[src/rtl/adder_arb.sv]
// Round-robin arbiter in front of one shared W-bit adder.
// A granted requester's operands are captured, summed, then held until the consumer accepts.
module adder_arb #(
  parameter int W = 4,
  parameter int N = 4,
  localparam int IW = (N > 1) ? $clog2(N) : 1
) (
  input  logic           clk,
  input  logic           rst,
  input  logic [N-1:0]   req,
  input  logic [N*W-1:0] a_in,
  input  logic [N*W-1:0] b_in,
  output logic [N-1:0]   gnt,
  output logic [W:0]     y_out,
  output logic [IW-1:0]  y_id,
  output logic           y_valid,
  input  logic           y_ready,
  output logic [7:0]     op_count
);

  localparam logic [1:0] S_IDLE = 2'd0;
  localparam logic [1:0] S_ADD  = 2'd1;
  localparam logic [1:0] S_HOLD = 2'd2;

  logic [1:0]    state_q, state_d;
  logic [IW-1:0] ptr_q, ptr_d;
  logic [W-1:0]  a_lat_q, a_lat_d;
  logic [W-1:0]  b_lat_q, b_lat_d;
  logic [IW-1:0] id_lat_q, id_lat_d;
  logic [W:0]    y_out_q, y_out_d;
  logic [IW-1:0] y_id_q, y_id_d;
  logic          y_valid_q, y_valid_d;
  logic [7:0]    op_count_q, op_count_d;

  logic          found_s;
  logic [IW-1:0] win_s;
  logic [W:0]    sum_s;

  // Round-robin pick: scan downward from ptr+N-1 to ptr so the last hit is the first set bit at/after ptr.
  always_comb begin
    found_s = |req;
    win_s   = '0;
    for (int k = N - 1; k >= 0; k--) begin
      win_s = req[(int'(ptr_q) + k) % N] ? IW'((int'(ptr_q) + k) % N) : win_s;
    end
  end

  // The one shared adder; carry lands in the MSB.
  always_comb begin
    sum_s = {1'b0, a_lat_q} + {1'b0, b_lat_q};
  end

  // Grant is combinational and only offered in IDLE outside reset.
  always_comb begin
    if (!rst && (state_q == S_IDLE) && found_s) begin
      gnt = N'(1) << win_s;
    end else begin
      gnt = '0;
    end
  end

  // Next-state and datapath control.
  always_comb begin
    state_d    = state_q;
    ptr_d      = ptr_q;
    a_lat_d    = a_lat_q;
    b_lat_d    = b_lat_q;
    id_lat_d   = id_lat_q;
    y_out_d    = y_out_q;
    y_id_d     = y_id_q;
    y_valid_d  = y_valid_q;
    op_count_d = op_count_q;
    case (state_q)
      S_IDLE: begin
        if (found_s) begin
          a_lat_d  = a_in[int'(win_s)*W +: W];
          b_lat_d  = b_in[int'(win_s)*W +: W];
          id_lat_d = win_s;
          ptr_d    = (int'(win_s) == N - 1) ? '0 : win_s + IW'(1);
          state_d  = S_ADD;
        end else begin
          state_d  = S_IDLE;
        end
      end
      S_ADD: begin
        y_out_d   = sum_s;
        y_id_d    = id_lat_q;
        y_valid_d = 1'b1;
        state_d   = S_HOLD;
      end
      S_HOLD: begin
        if (y_valid_q && y_ready) begin
          y_valid_d  = 1'b0;
          op_count_d = op_count_q + 8'd1;
          state_d    = S_IDLE;
        end else begin
          state_d    = S_HOLD;
        end
      end
      default: begin
        y_valid_d = 1'b0;
        state_d   = S_IDLE;
      end
    endcase
  end

  // State registers; reset discards any in-flight operation.
  always_ff @(posedge clk) begin
    if (rst) begin
      state_q    <= S_IDLE;
      ptr_q      <= '0;
      a_lat_q    <= '0;
      b_lat_q    <= '0;
      id_lat_q   <= '0;
      y_out_q    <= '0;
      y_id_q     <= '0;
      y_valid_q  <= 1'b0;
      op_count_q <= 8'd0;
    end else begin
      state_q    <= state_d;
      ptr_q      <= ptr_d;
      a_lat_q    <= a_lat_d;
      b_lat_q    <= b_lat_d;
      id_lat_q   <= id_lat_d;
      y_out_q    <= y_out_d;
      y_id_q     <= y_id_d;
      y_valid_q  <= y_valid_d;
      op_count_q <= op_count_d;
    end
  end

  assign y_out    = y_out_q;
  assign y_id     = y_id_q;
  assign y_valid  = y_valid_q;
  assign op_count = op_count_q;

endmodule

[config.mk]
export PLATFORM = sky130hd
export DESIGN_NAME = adder_arb
export DESIGN_NICKNAME = d
export VERILOG_FILES = /design/src/rtl/adder_arb.sv
export SDC_FILE = /design/constraint.sdc
export NUM_CORES = 1
export LEC_CHECK = 0
export ABC_CLOCK_PERIOD_IN_PS = 2960
export CELL_PAD_IN_SITES_DETAIL_PLACEMENT = 0
export CELL_PAD_IN_SITES_GLOBAL_PLACEMENT = 1
export CORE_ASPECT_RATIO = 0.75
export CORE_UTILIZATION = 33
export CTS_CLUSTER_SIZE = 10
export DETAILED_ROUTE_END_ITERATION = 8
export PLACE_DENSITY = 0.77
export SLEW_MARGIN = 20
export SYNTH_ARGS = -nofsm -noshare
export SYNTH_HDL_FRONTEND = slang
export SYNTH_SLANG_ARGS = --single-unit
[constraint.sdc]
create_clock -name clk -period 2.96 [get_ports clk]
set_input_delay 0.592 -clock clk [delete_from_list [all_inputs] [get_ports clk]]
set_output_delay 0.592 -clock clk [all_outputs]
set_load 0.005 [all_outputs]
==> After elaboration in Yosys (flattened, before gate mapping) <==
Cells that the tools add are included.
{ "totals": {"out_inout_bits": 20, "register_bits": 30, "mem_count": 0, "latchBits": 0, "mem_bits_ro": 0, "ram_bits": 0, "wordCells": 64} }
{ "op_classes": {"addsub": 6, "n_reduce_logical": 12, "mul": 0, "magnitude_cmp": 4, "shifts": 3, "mux": 22, "div": 0, "eq_ne": 4, "bitwise_logic": 4} }
{ "ops": {"columns": ["cell", "n"], "rows": [
  ["16-bit by 5-bit indexed part select with 4-bit output", 2],
  ["3-bit by 4-bit less-than comparator with 1-bit output (second input constant)", 3],
  ["2-bit 2-to-1 mux", 6],
  ["1-bit 2-to-1 mux", 9],
  ["8-bit by 1-bit adder with 8-bit output (second input constant)", 1],
  ["1-bit binary-select mux with 2-bit select", 4],
  ["2-bit case mux with 3 select lines", 1],
  ["2-bit AND reduction", 3],
  ["2-bit OR reduction", 3],
  ["4-bit by 4-bit adder with 5-bit output", 1],
  ["2-bit by 1-bit adder with 2-bit output (second input constant)", 2],
  ["2-bit adder (second input constant)", 2],
  ["2-bit by 1-bit == test with 1-bit output (second input constant)", 2],
  ["4-bit 2-to-1 mux", 1],
  ["4-bit OR reduction", 1],
  ["1-bit by 2-bit left shift with 4-bit output (first input constant)", 1],
  ["1-bit AND (first input constant)", 3],
  ["1-bit logical AND", 3],
  ["2-bit by 3-bit less-than comparator with 1-bit output (second input constant)", 1],
  ["1-bit case mux with 3 select lines", 1],
  ["2-bit == test (second input constant)", 1],
  ["2-bit zero test", 1],
  ["2-bit inequality test (second input constant)", 1],
  ["1-bit zero test", 1],
  ["1-bit inverter", 1]
]} }

==> Depth between registers and ports, before layout <==
{ "depth": {"depth_word": 12, "ltp_mapped": 8} }

==> Worst setup path before layout <==
No wires, ideal clock.
{ "synth_path": {"path_kind": "input port to output port", "startpoint": "in req[2]", "endpoint": "out gnt[3]", "path_slack_ns": 0.499, "stages": 7, "arrival_ns": 1.869, "cell_sequence": "nor2b_1 > or4b_1 > buf_2 > nand2_4 > buf_4 > ha_1 > and2_1"} }
{ "synth_between": {"elab_chain_cells": 9} }
{ "synth_rtl": {"columns": ["item", "line", "text"], "rows": [
  ["start, declared", "10", "input logic [N-1:0] req,"],
  ["1-bit binary-select mux with 2-bit select", "44", "win_s = req[(int'(ptr_q) + k) % N] ? IW'((int'(ptr_q) + k) % N) : win_s;"],
  ["1-bit 2-to-1 mux (not written as such) (2 in a row)", "44", null],
  ["2-bit 2-to-1 mux (4 in a row)", "44", null],
  ["1-bit by 2-bit left shift with 4-bit output", "56", "gnt = N'(1) << win_s;"],
  ["4-bit 2-to-1 mux (*)", "55", "if (!rst && (state_q == S_IDLE) && found_s) begin"],
  ["end, declared", "13", "output logic [N-1:0] gnt,"]
]} }
Every way passes the cells marked *; elsewhere a longest branch is shown, timed or not. The select of a mux whose other input is x is not followed.

==> Worst setup path in the final report <==
Same ends and word-level chain as after synthesis.

==> qor.csv <==
metric,value,unit
fin. max-slew vios,0,
Synth warnings,0,
non-filler instance count after layout,320,
Die Height,64.2,µm
failing checks,design-rule violations,
placed cell area,0.00240,mm²
Hold Fails Final Rpt,0,
Sw Share,30.9,%
Syn Inst Count,191,
I/O pin total,59,
RSZ-0062 raised after global routing,no,
outcome,"finished, violations left",
worst skew pair latency,0.28,ns
max_slew headroom,68.2,%
CTS Hold Bufs,0,
CTS tree,done,
vias in the first global route,1398,
Post-Syn Nets,237,
"Max FO, Critical Path",3,
combinational fraction of design power,36.8,%
placer congestion estimate,0.750,
post-DR wirelength/cell,12.3,µm
PwrDens,498,mW/mm²
share of cells above drive strength 1,18.1,%
post-route cell area,0.00251,mm²
DRT Wirelength,3930,µm
Die ar.,0.00546,mm²
worst slew pin tran,0.476,ns
width of the die,85.0,µm
Antenna Nets Post-Route,0,
synthesis-stage register bit count,30,
All-Layer GR Usage,15.1,%
Worst VDD drop,0.206,mV
Switch Pwr,387,µW
core footprint,0.00493,mm²
crit end category,primary output,
internal power of the cells,863,µW
clk sink count,30,
period utilization,94.1,%
Hold Path Class,flip-flop to flip-flop,
register area share after synthesis,35.2,%
Detail Placement HPWL,3090,µm
Layout area overhead,47.2,%
crit path time final,2.79,ns
mapped cell area,0.00170,mm²
via count,1542,
setup TNS,0,ns
Worst Path Required,2.37,ns
Initial Utilization,34.6,%
Iteration-0 DRC Markers,29,
final setup fails,0,
setup ws final,0.175,ns
vias per inst,4.82,
max-cap check violation count,0,
clock slew at reported path FFs,0.06,ns
DRT Pass-1 Iters,9,
Setup WS pre-CTS,-0.258,ns
DRC viols,1,
crit path launch type,input port,
ANT cells,0,
dpl cells,311,
Layout Nets,306,
initial antenna violation count,0,
clock skew,0.00351,ns
largest net degree at the start of global routing,23,
Design Power,1.25,mW
FP Rows,22,
root buffer cell,clkbuf_8,
worst-case reg-to-reg path depth,6,
CTS max path bufs,2,
gr ovfl total,0,
Leak,1.00,nW
CTS buffer count,5,
Max Freq,359,MHz
Clock power frac,24.0,%
first-pass GRT wire length,6480,µm
Cell variety after synth,39,
Worst Setup Path Type,input port to primary output,
"Avg Cell Area, Syn",8.92,µm²
port bufs,58,
H-tree depth,2,
hold path cells,2,
CP Data Arrival Time,2.19,ns
Seq pwr share,39.2,%
==> power by group through the flow <==
stage	clock network [mW]	logic, mW	registers, mW
after detailed placement	0	0.449	0.498
after floorplan	0	0.287	0.489
after CTS	0.308	0.460	0.490
final	0.300	0.460	0.490
after global routing	0.329	0.511	0.497
after global placement	0	0.448	0.497
==> cell families after synthesis <==
kind of cell | share of synthesized area [%]
adder cells (fa/ha/maj) | 5.58
multiplexers | 1.17
AND/OR/NAND/NOR | 28.0
AO/OA/AOI/OAI | 19.6
buffers and inverters | 5.73
flip-flops | 35.2
XOR/XNOR | 4.63
==> final timing paths <==
check,slack [ns],end,from
worst min register to register,0.45,y_out[2],y_out[2]
worst min-delay path,0.45,y_out[2],y_out[2]
worst max register to register,1.02,a_lat_q[2],ptr_q[0]
worst max-delay path,0.17,gnt[3],req[2]
==> critical path: stages <==
cell	delay (ns)
dlygate4sd2_1	0.26
nor2b_1	0.14
a21boi_0	0.14
o32ai_2	0.29
inv_1	0.09
buf_4	0.14
ha_1	0.16
and2_1	0.13
dlygate4sd2_1	0.25
==> per-layer routing <==
metal / track usage [%] / wire (µm)
met1: 22.2 / 2160
met2: 20.9 / 1530
met3: 3.88 / 203
met4: 5.72 / 31
met5: 0 / 0
==> through the flow <==
step / util, % / hold WS, ns
finish: 50.9 / 0.449
global route: 50.9 / 0.470
CTS: 50.7 / 0.454
detailed placement: 48.7 / 0.446
global placement: 48.7 / 0.440
floorplan: - / 0.429
==> cell type report <==
class / instances / area [µm²]
clock buffers: 7 / 76.3
fillers: 473 / 2420
inverters: 5 / 18.8
multi-input cells: 143 / 1030
flip-flops and latches: 30 / 601
well taps: 60 / 75.1
repair buffers: 75 / 706
==> state kept, by name (all words and copies together) (netlist names) <==
signal and cells:
a_lat_q 4, y_out 5, state_q 2, y_id 2
ptr_q 2, op_count 8, id_lat_q 2, y_valid 1
b_lat_q 4
==> Yosys cell counts (all sizes together) <==
| master | number | area, µm² |
|---|---|---|
| a211oi | 19 | 193 |
| a21boi | 1 | 7.51 |
| a21o | 1 | 7.51 |
| a21oi | 9 | 45.0 |
| and2 | 1 | 6.26 |
| and3 | 18 | 153 |
| and4 | 1 | 8.76 |
| and4b | 1 | 10.0 |
| buf | 7 | 56.3 |
| clkbuf | 6 | 22.5 |
| dfxtp | 30 | 601 |
| fa | 1 | 20.0 |
| ha | 6 | 75.1 |
| inv | 5 | 18.8 |
| mux2i | 2 | 20.0 |
| nand2 | 25 | 101 |
| nand2b | 2 | 12.5 |
| nand3 | 2 | 10.0 |
| nand3b | 1 | 7.51 |
| nand4 | 2 | 12.5 |
| nor2 | 17 | 63.8 |
| nor2b | 6 | 37.5 |
| nor3 | 4 | 25.0 |
| nor4 | 1 | 6.26 |
| o21a | 1 | 7.51 |
| o21ai | 1 | 5.00 |
| o31ai | 8 | 60.1 |
| o32ai | 1 | 8.76 |
| or3 | 1 | 6.26 |
| or4 | 1 | 7.51 |
| or4b | 1 | 10.0 |
| xnor2 | 4 | 35.0 |
| xor2 | 5 | 43.8 |
==> layout by cell type, fill, tap and decap left out, drive strengths merged, types with 7 or more instances in the layout <==
master and instances:
dlygate4sd2 7, nor2 17, clkdlybuf4s50 50, clkbuf 7, buf 17, o31ai 8
nand2 25, a21oi 9, dfxtp 30, and3 18, a211oi 19
==> repair_timing <==
item,CTS,global route
setup buffers,1,1
setup endpoints to repair,4,1
resized for setup,12,1
pin swaps,3,1
Note: power is estimated with default switching activity, not from simulation.
